==> src/rtl/stage_sequencer.sv <==
// ---------------------------------------------------------------------------
// stage_sequencer
//
// Multi-cycle control FSM for the non-pipelined core. Walks one instruction
// at a time through FETCH -> ID -> EX -> MEM -> WB, skipping the stages the
// current opcode class does not need, stalling on the instruction/data
// memory ready handshakes, and trapping into a sticky error state when a
// memory wait lasts too long.
//
// Parameters
//   TIMEOUT     max consecutive wait cycles in FETCH or MEM before error (>=1)
//   CNT_W       width of the retired-instruction counter
//
// Ports
//   clk         core clock, rising edge
//   reset       asynchronous, active-low reset
//   start       level; leaves IDLE (and chains instructions) when high
//   halt        level; only looked at on the retire cycle
//   imem_ready  fetch data valid this cycle (only meaningful in FETCH)
//   dmem_ready  load/store completes this cycle (only meaningful in MEM)
//   opcode      decoded opcode, stable from EX to the end of the instruction
//   if_en       fetch stage enable
//   id_en       decode/register-read enable
//   ex_en       ALU stage enable
//   mem_en      data memory request
//   wb_en       register-file writeback enable
//   pc_en       PC update strobe, high on the retire cycle of each instruction
//   busy        high in every state except IDLE and ERR
//   err         sticky memory-timeout flag
//   instr_count retired-instruction count, wraps modulo 2^CNT_W
// ---------------------------------------------------------------------------
module stage_sequencer #(
    parameter int TIMEOUT = 16,
    parameter int CNT_W   = 32
) (
    input  logic             clk,
    input  logic             reset,
    input  logic             start,
    input  logic             halt,
    input  logic             imem_ready,
    input  logic             dmem_ready,
    input  logic [6:0]       opcode,
    output logic             if_en,
    output logic             id_en,
    output logic             ex_en,
    output logic             mem_en,
    output logic             wb_en,
    output logic             pc_en,
    output logic             busy,
    output logic             err,
    output logic [CNT_W-1:0] instr_count
);

    // The wait counter only has to reach TIMEOUT-1.
    localparam int WAIT_W = (TIMEOUT > 1) ? $clog2(TIMEOUT) : 1;
    localparam logic [WAIT_W-1:0] WAIT_LAST = WAIT_W'(TIMEOUT - 1);

    localparam logic [6:0] OP_LOAD   = 7'b0000011;
    localparam logic [6:0] OP_STORE  = 7'b0100011;
    localparam logic [6:0] OP_BRANCH = 7'b1100011;

    typedef enum logic [2:0] {
        S_IDLE,
        S_FETCH,
        S_ID,
        S_EX,
        S_MEM,
        S_WB,
        S_ERR
    } state_t;

    state_t            state;
    state_t            state_next;
    state_t            after_retire;
    logic [WAIT_W-1:0] wait_cnt;
    logic              is_load;
    logic              is_store;
    logic              is_branch;
    logic              retire;
    logic              wait_expired;
    logic              stalled;
    logic              entering_wait;

    // Opcode class decode. Only used from EX onwards, where the opcode is
    // guaranteed stable, so no local copy is kept.
    always_comb begin
        is_load   = (opcode == OP_LOAD);
        is_store  = (opcode == OP_STORE);
        is_branch = (opcode == OP_BRANCH);
    end

    // Retire is the last cycle of an instruction: EX for branches, the
    // completing MEM cycle for stores, and WB for everything else. The
    // PC strobe has to land in that same cycle, so it depends on the
    // opcode class and on dmem_ready rather than on the state alone.
    always_comb begin
        retire = 1'b0;
        case (state)
            S_EX:    retire = is_branch;
            S_MEM:   retire = dmem_ready && !is_load;
            S_WB:    retire = 1'b1;
            default: retire = 1'b0;
        endcase
    end

    assign pc_en = retire;

    // Stall bookkeeping for the two memory wait states. A ready seen in
    // the very cycle the budget runs out still wins over the timeout.
    always_comb begin
        stalled      = ((state == S_FETCH) && !imem_ready) ||
                       ((state == S_MEM)   && !dmem_ready);
        wait_expired = stalled && (wait_cnt == WAIT_LAST);
    end

    // Where to go once an instruction retires: halt beats start.
    always_comb begin
        if (halt) begin
            after_retire = S_IDLE;
        end else if (start) begin
            after_retire = S_FETCH;
        end else begin
            after_retire = S_IDLE;
        end
    end

    // Next-state logic.
    always_comb begin
        state_next = state;
        case (state)
            S_IDLE: begin
                if (start) begin
                    state_next = S_FETCH;
                end
            end
            S_FETCH: begin
                if (imem_ready) begin
                    state_next = S_ID;
                end else if (wait_expired) begin
                    state_next = S_ERR;
                end
            end
            S_ID: begin
                state_next = S_EX;
            end
            S_EX: begin
                if (is_load || is_store) begin
                    state_next = S_MEM;
                end else if (is_branch) begin
                    state_next = after_retire;
                end else begin
                    state_next = S_WB;
                end
            end
            S_MEM: begin
                if (dmem_ready) begin
                    state_next = is_load ? S_WB : after_retire;
                end else if (wait_expired) begin
                    state_next = S_ERR;
                end
            end
            S_WB: begin
                state_next = after_retire;
            end
            S_ERR: begin
                state_next = S_ERR;
            end
            default: begin
                state_next = S_IDLE;
            end
        endcase
    end

    // The wait counter restarts whenever a wait state is freshly entered.
    always_comb begin
        entering_wait = ((state_next == S_FETCH) && (state != S_FETCH)) ||
                        ((state_next == S_MEM)   && (state != S_MEM));
    end

    // State register, wait counter, retire counter and registered outputs.
    // The stage enables are decoded from the next state so that they are
    // flops that line up exactly with the registered state.
    always_ff @(posedge clk or negedge reset) begin
        if (!reset) begin
            state       <= S_IDLE;
            wait_cnt    <= '0;
            instr_count <= '0;
            if_en       <= 1'b0;
            id_en       <= 1'b0;
            ex_en       <= 1'b0;
            mem_en      <= 1'b0;
            wb_en       <= 1'b0;
            busy        <= 1'b0;
            err         <= 1'b0;
        end else begin
            state <= state_next;

            if (entering_wait) begin
                wait_cnt <= '0;
            end else if (stalled && !wait_expired) begin
                wait_cnt <= wait_cnt + WAIT_W'(1);
            end

            if (retire) begin
                instr_count <= instr_count + CNT_W'(1);
            end

            if_en  <= (state_next == S_FETCH);
            id_en  <= (state_next == S_ID);
            ex_en  <= (state_next == S_EX);
            mem_en <= (state_next == S_MEM);
            wb_en  <= (state_next == S_WB);
            busy   <= (state_next != S_IDLE) && (state_next != S_ERR);
            err    <= (state_next == S_ERR);
        end
    end

endmodule

==> config.mk <==
export PLATFORM = sky130hd
export DESIGN_NAME = stage_sequencer
export DESIGN_NICKNAME = d
export VERILOG_FILES = /design/src/rtl/stage_sequencer.sv
export SDC_FILE = /design/constraint.sdc
export NUM_CORES = 1
export LEC_CHECK = 0
export CAP_MARGIN = 10
export CORE_MARGIN = 5
export CORE_UTILIZATION = 38
export DETAILED_ROUTE_END_ITERATION = 10
export PLACE_DENSITY = 0.65
export SLEW_MARGIN = 30
export SYNTH_ARGS = -nofsm -noshare
export SYNTH_HDL_FRONTEND = slang
export SYNTH_SLANG_ARGS = --single-unit
==> constraint.sdc <==
create_clock -name clk -period 4.3 [get_ports clk]
set_clock_uncertainty 0.2 [all_clocks]
set_input_delay 0.43 -clock clk [delete_from_list [all_inputs] [get_ports clk]]
set_output_delay 0.43 -clock clk [all_outputs]
set_load 0.02 [all_outputs]
## After elaboration in Yosys (flattened, before gate mapping)

Cells that the tools add are included.
W data, S select, Z words.

- Add/sub/neg operators: 2
- Eq/ne operators: 19
- Muxes and demuxes: 13
- Reduce and logical (&&, ||, !) cells: 18

Operators by type and width:

| kind | count |
|---|---|
| $add A32 B1 Y32 const B | 1 |
| $mux W3 | 7 |
| $pmux W3 S7 | 1 |
| $eq A3 B3 Y1 const B | 6 |
| $eq A3 B2 Y1 const B | 4 |
| $logic_and A1 B1 Y1 | 8 |
| $mux W4 | 2 |
| $eq A7 B2 Y1 const B | 1 |
| $eq A7 B6 Y1 const B | 1 |
| $eq A7 B7 Y1 const B | 1 |
| $eq A3 B1 Y1 const B | 2 |
| $ne A3 B3 Y1 const B | 2 |
| $add A4 B1 Y4 const B | 1 |
| $eq A4 B4 Y1 const B | 1 |
| $logic_not A1 Y1 | 4 |
| $logic_not A3 Y1 | 1 |
| $logic_or A1 B1 Y1 | 3 |
| $ne A3 B1 Y1 const B | 1 |
| $pmux W1 S3 | 1 |
| $reduce_bool A3 Y1 | 1 |
| $mux W1 | 2 |
| $reduce_bool A2 Y1 | 1 |

- Register bits: 46
- Bits of input ports: 13
- Output and inout bits: 40
- Word-level logic and storage cells: 62

## Logic depth before layout (Yosys ltp)

- Depth in word-level cells: 11
- Depth in mapped cells: 7
- Depth with buffers taken out: 6

## Worst setup path after synthesis

OpenSTA, ideal clock, no wires.

- Path type: reg-to-reg
- Start point: reg instr_count[3]
- End point: reg instr_count[31]
- Setup time: 0.128 ns
- Data arrival time: 1.773 ns
- Required time: 3.972 ns
- Slack: 2.198 ns
- Cell stages (with the launch flop): 7
- Path buffers: 1
- Period minus slack after synthesis: 2.102 ns
- Path through: dfrtp_1 -> and4_1 -> buf_2 -> and3_4 -> o2111a_2 -> or3b_1 -> xnor2_1

- Word-level cells in the longest chain between the ends: 1

Ends and longest elaborated chain:

| element | RTL line | text |
|---|---|---|
| start, declared | 51 | `output logic [CNT_W-1:0] instr_count` |
| start signal, assigned | 205 | `instr_count <= instr_count + CNT_W'(1);` |
| $add A32 B1 Y32 | 205 |  |

No other way between the ends.
A chain may end at the register's enable or synchronous reset.

## Final worst setup path

- Start point: in opcode[2]
- End point: out pc_en

- Word-level cells in the longest chain between the ends: 4
- Elaborated cells on any way between the ends: 5
- Those cells by class: eq/ne (2); mux (1); reduce/logical (2)

Ends and longest elaborated chain:

| element | RTL line | text |
|---|---|---|
| start, declared | 42 | `input logic [6:0] opcode,` |
| $eq A7 B2 Y1 | 87 | `is_load = (opcode == OP_LOAD);` |
| $logic_not A1 Y1 | 100 | `S_MEM: retire = dmem_ready && !is_load;` |
| $logic_and A1 B1 Y1 | 100 |  |
| $pmux W1 S3 * | 98 | `case (state)` |
| end, declared | 48 | `output logic pc_en,` |

Every way passes the cells marked *; elsewhere a longest branch is shown, timed or not.

==> out/summary.md <==
The flow ran to the end, and the final reports show no timing, DRC or antenna violations. The overall die width is 87.44 um. The initial core utilization was 38.71%; the signal arrival time at the worst endpoint was 2.35 ns.

The tools report the launching element type of the critical path as an input port. The period utilization came out at 69.41%. Summed over all failing endpoints, the final setup total negative slack is 0 ns. Setup repair after global routing left no endpoint under its margin. The total of max-cap violations was 0; the transition at the pin with the smallest max-transition slack was 0.5742 ns.

The HPWL after detailed placement is 3.654 mm. The run gives 2 as the maximum clock insertion buffer count. During placement, the flow inserted port buffers numbering 52.

The final weighted congestion of routability-driven global placement came out at 0.7865. The largest net degree at the start of global routing came out at 47. Row generation in the floorplan step produced 28 rows. The aggregate global-route resource usage is 13.91%, and the utilization of the core after routing is 50.23%.

In this run the standard cell core region covers 5886 sq um. For this run, the detailed router's first-pass iteration total came to 4. For the final number of hold-violating endpoints, the log shows 0. VDD sags by at most 0.1821 mV. The number of max-slew violations in the final report is 0. The logs give 1.257 nW for the standby leakage power and 0 for the total setup violations reported at the end of the flow.

The tools report the H-tree depth as 2. The count of nets left with antenna violations once routing finished came out at 0. Detailed routing inserted a total of 1760 vias. Number of buffers created by CTS: 5. Power comes to 1.322 mW. Measured along the y axis, the die boundary spans 87.44 um.

The final layout contains routed wiring with a total length of 4.989 mm. The number of post-CTS setup repair buffers is 0, and the power density normalized to cell area is 447.1 nW/um^2. The path class of the lowest-slack min-delay path was flop to flop.

After synthesis, flip-flops and latches occupy 50.52% of the total area. The number of flops mapped to enable cells by yosys was 0. For the worst flop-to-flop path, the logic depth is 5.

The area growth from synthesis to layout is 29.76%, and the hold slack is 0.2735 ns. The tree built by TritonCTS fans out to 46 sinks. The via count of the first global-routing pass was 1759.

The critical path is of the input port to primary output type. The run gives 1.315 ns as the worst setup margin. The count of mapped cells out of synthesis is 210. Post-synthesis instance area: 2278 sq um. At the worst endpoint, the required time is 3.67 ns. The proportion of synthesized flip-flops having asynchronous set or reset is 100.0%.

In this run the worst path has a maximum fanout of 4. The number of distinct library cells after synthesis came out at 47. The design area was 2957 sq um. Dividing the detail-routed wire length by the instance count gives 14.67 um.

For this run, the post-layout net count is 279. In this run, synthesis produced a sequential element count of 46. The tools report the cell count after placement as 331. In this run the cell area measured after placement is 2855 sq um. The worst setup path is captured at a primary output. For the initial detailed-routing violation count, the log shows 66. The global-route wire length before repair was 8.355 mm; the mean post-synth cell area was 10.85 sq um. The floorplan step defined a die boundary enclosing 7645 sq um. OpenSTA, run right after detailed placement, puts the worst setup slack at 1.317 ns.

The cell sitting at the root of the clock tree is a sky130_fd_sc_hd__clkbuf_8. The number of antenna violations at the first check in global routing is 0, and the clock slew at the register clock pins of the worst setup and hold paths is 0.09 ns. In the routed design, unresolved DRC markers number 0.

Measured against its own limit, the worst slew margin works out to 61.72%. The number of standard cells in the layout, taps in and fillers out came out at 340. The most used flip-flop cell after synthesis is sky130_fd_sc_hd__dfrtp_1. The number of stages on the worst hold path works out to 1. TritonCTS built the clock tree. The residual overflow from global routing was 0; the number of vias per cell was 5.176.

The number of I/O pins was 53; the achievable clock frequency was 0.3351 GHz. Clock latency on the worst-skew pair, taken at its later pin, is 0.29 ns. 0 antenna diodes ended up in the layout.

The net count after synthesis is 225, and the clock period minus final worst setup slack is 2.985 ns. The share of post-route cells with drive strength above 1 was 7.170%; the total of warnings raised by yosys was 0.
cell usage after synthesis (2+ instances only):
| cell type | count | area share [%] |
|---|---|---|
| sky130_fd_sc_hd__o21ai_0 | 2 | 0.44 |
| sky130_fd_sc_hd__and2_1 | 3 | 0.82 |
| sky130_fd_sc_hd__o32ai_1 | 2 | 0.77 |
| sky130_fd_sc_hd__ha_1 | 2 | 1.1 |
| sky130_fd_sc_hd__a211oi_1 | 4 | 1.3 |
| sky130_fd_sc_hd__o31a_1 | 2 | 0.77 |
| sky130_fd_sc_hd__xor2_1 | 15 | 5.8 |
| sky130_fd_sc_hd__inv_1 | 7 | 1.2 |
| sky130_fd_sc_hd__nand2_1 | 12 | 2.0 |
| sky130_fd_sc_hd__a211o_1 | 2 | 0.77 |
| sky130_fd_sc_hd__a21oi_1 | 2 | 0.44 |
| sky130_fd_sc_hd__nor3_1 | 8 | 1.8 |
| sky130_fd_sc_hd__and3_1 | 4 | 1.1 |
| sky130_fd_sc_hd__nand3_1 | 9 | 2.0 |
| sky130_fd_sc_hd__nand4_1 | 10 | 2.7 |
| sky130_fd_sc_hd__xnor2_1 | 19 | 7.3 |
| sky130_fd_sc_hd__and3b_1 | 2 | 0.77 |
| sky130_fd_sc_hd__nor2b_1 | 4 | 1.1 |
| sky130_fd_sc_hd__buf_2 | 4 | 0.88 |
| sky130_fd_sc_hd__o211ai_1 | 2 | 0.66 |
| sky130_fd_sc_hd__nor2_1 | 18 | 3.0 |
| sky130_fd_sc_hd__and4_1 | 3 | 1.2 |
| sky130_fd_sc_hd__dfrtp_1 | 46 | 51 |
| sky130_fd_sc_hd__buf_4 | 2 | 0.66 |
| sky130_fd_sc_hd__nand2b_1 | 3 | 0.82 |
| sky130_fd_sc_hd__a31oi_1 | 2 | 0.55 |
sequential cells by signal, summed over array words and instances, names as in the netlist:
register,count
busy,1
instr_count,32
state,3
id_en,1
wait_cnt,4
err,1
wb_en,1
mem_en,1
if_en,1
ex_en,1
logic make-up (layout without fill, tap and decap cells):
family                   count (synthesis)  in the layout  synth area share, %
AO/OA/AOI/OAI                           29             29                11.04
XOR/XNOR                                34             34                13.07
adder cells (fa/ha/maj)                  2              2                1.098
buffers and inverters                   13             68                2.691
flip-flops                              46             46                50.52
multiplexers                             2              2               0.9335
AND/OR/NAND/NOR                         84             84                20.65
worst max-delay path, stage by stage:
cell,delay [ns]
sky130_fd_sc_hd__clkdlybuf4s50_1,0.45
sky130_fd_sc_hd__nor4_2,0.54
sky130_fd_sc_hd__a211o_1,0.23
sky130_fd_sc_hd__nand2_1,0.12
sky130_fd_sc_hd__clkdlybuf4s50_1,0.57
cell usage in the layout, fill, tap and decap left out, drive strengths merged, types with 7 or more instances in the layout:
master | netlist | layout
nand2 | 12 | 12
nand4 | 10 | 10
inv | 7 | 7
clkbuf | 0 | 7
xor2 | 15 | 15
xnor2 | 19 | 19
nor2 | 18 | 18
nor3 | 8 | 8
nand3 | 9 | 9
dfrtp | 46 | 46
clkdlybuf4s50 | 0 | 51
path summary, 6_finish.rpt:
kind | start | to | slack (ns)
worst max-delay path | opcode[2] | pc_en | 1.32
worst min register to register | instr_count[31]$_DFFE_PN0P_ | instr_count[31]$_DFFE_PN0P_ | 0.27
min in group asynchronous | reset | instr_count[4]$_DFFE_PN0P_ | 0.47
worst min-delay path | instr_count[31]$_DFFE_PN0P_ | instr_count[31]$_DFFE_PN0P_ | 0.27
worst max register to register | state[0]$_DFF_PN0_ | instr_count[31]$_DFFE_PN0P_ | 2.12
max in group asynchronous | reset | wb_en$_DFF_PN0_ | 3.04
report_power, final:
group / switching [mW] / total, mW / leakage [nW] / internal, mW
clock: 0.141 / 0.271 / 0.0482 / 0.130
combinational: 0.270 / 0.483 / 0.603 / 0.214
sequential: 0.0695 / 0.568 / 0.606 / 0.498
total: 0.480 / 1.32 / 1.26 / 0.842
final cells by class:
type / count / area (sq um)
clock inverters: 1 / 5.005
repair buffers: 53 / 528.0
flip-flops and latches: 46 / 1151
inverters: 7 / 26.28
multi-input cells: 151 / 1066
well taps: 75 / 93.84
clock buffers: 7 / 86.33
fillers: 537 / 2929
metal layers:
layer	global-route usage (%)	part of all wire, %
met3	2.176	3.7
met1	18.24	45
met2	22.95	50
met5	0	0
met4	5.439	1.3
what timing repair did:
action	4_1_cts	5_1_grt
gates resized for setup	0	0
hold buffers	1	0
endpoints found under the hold margin	46	0
Power figures use the tool's default switching activity.
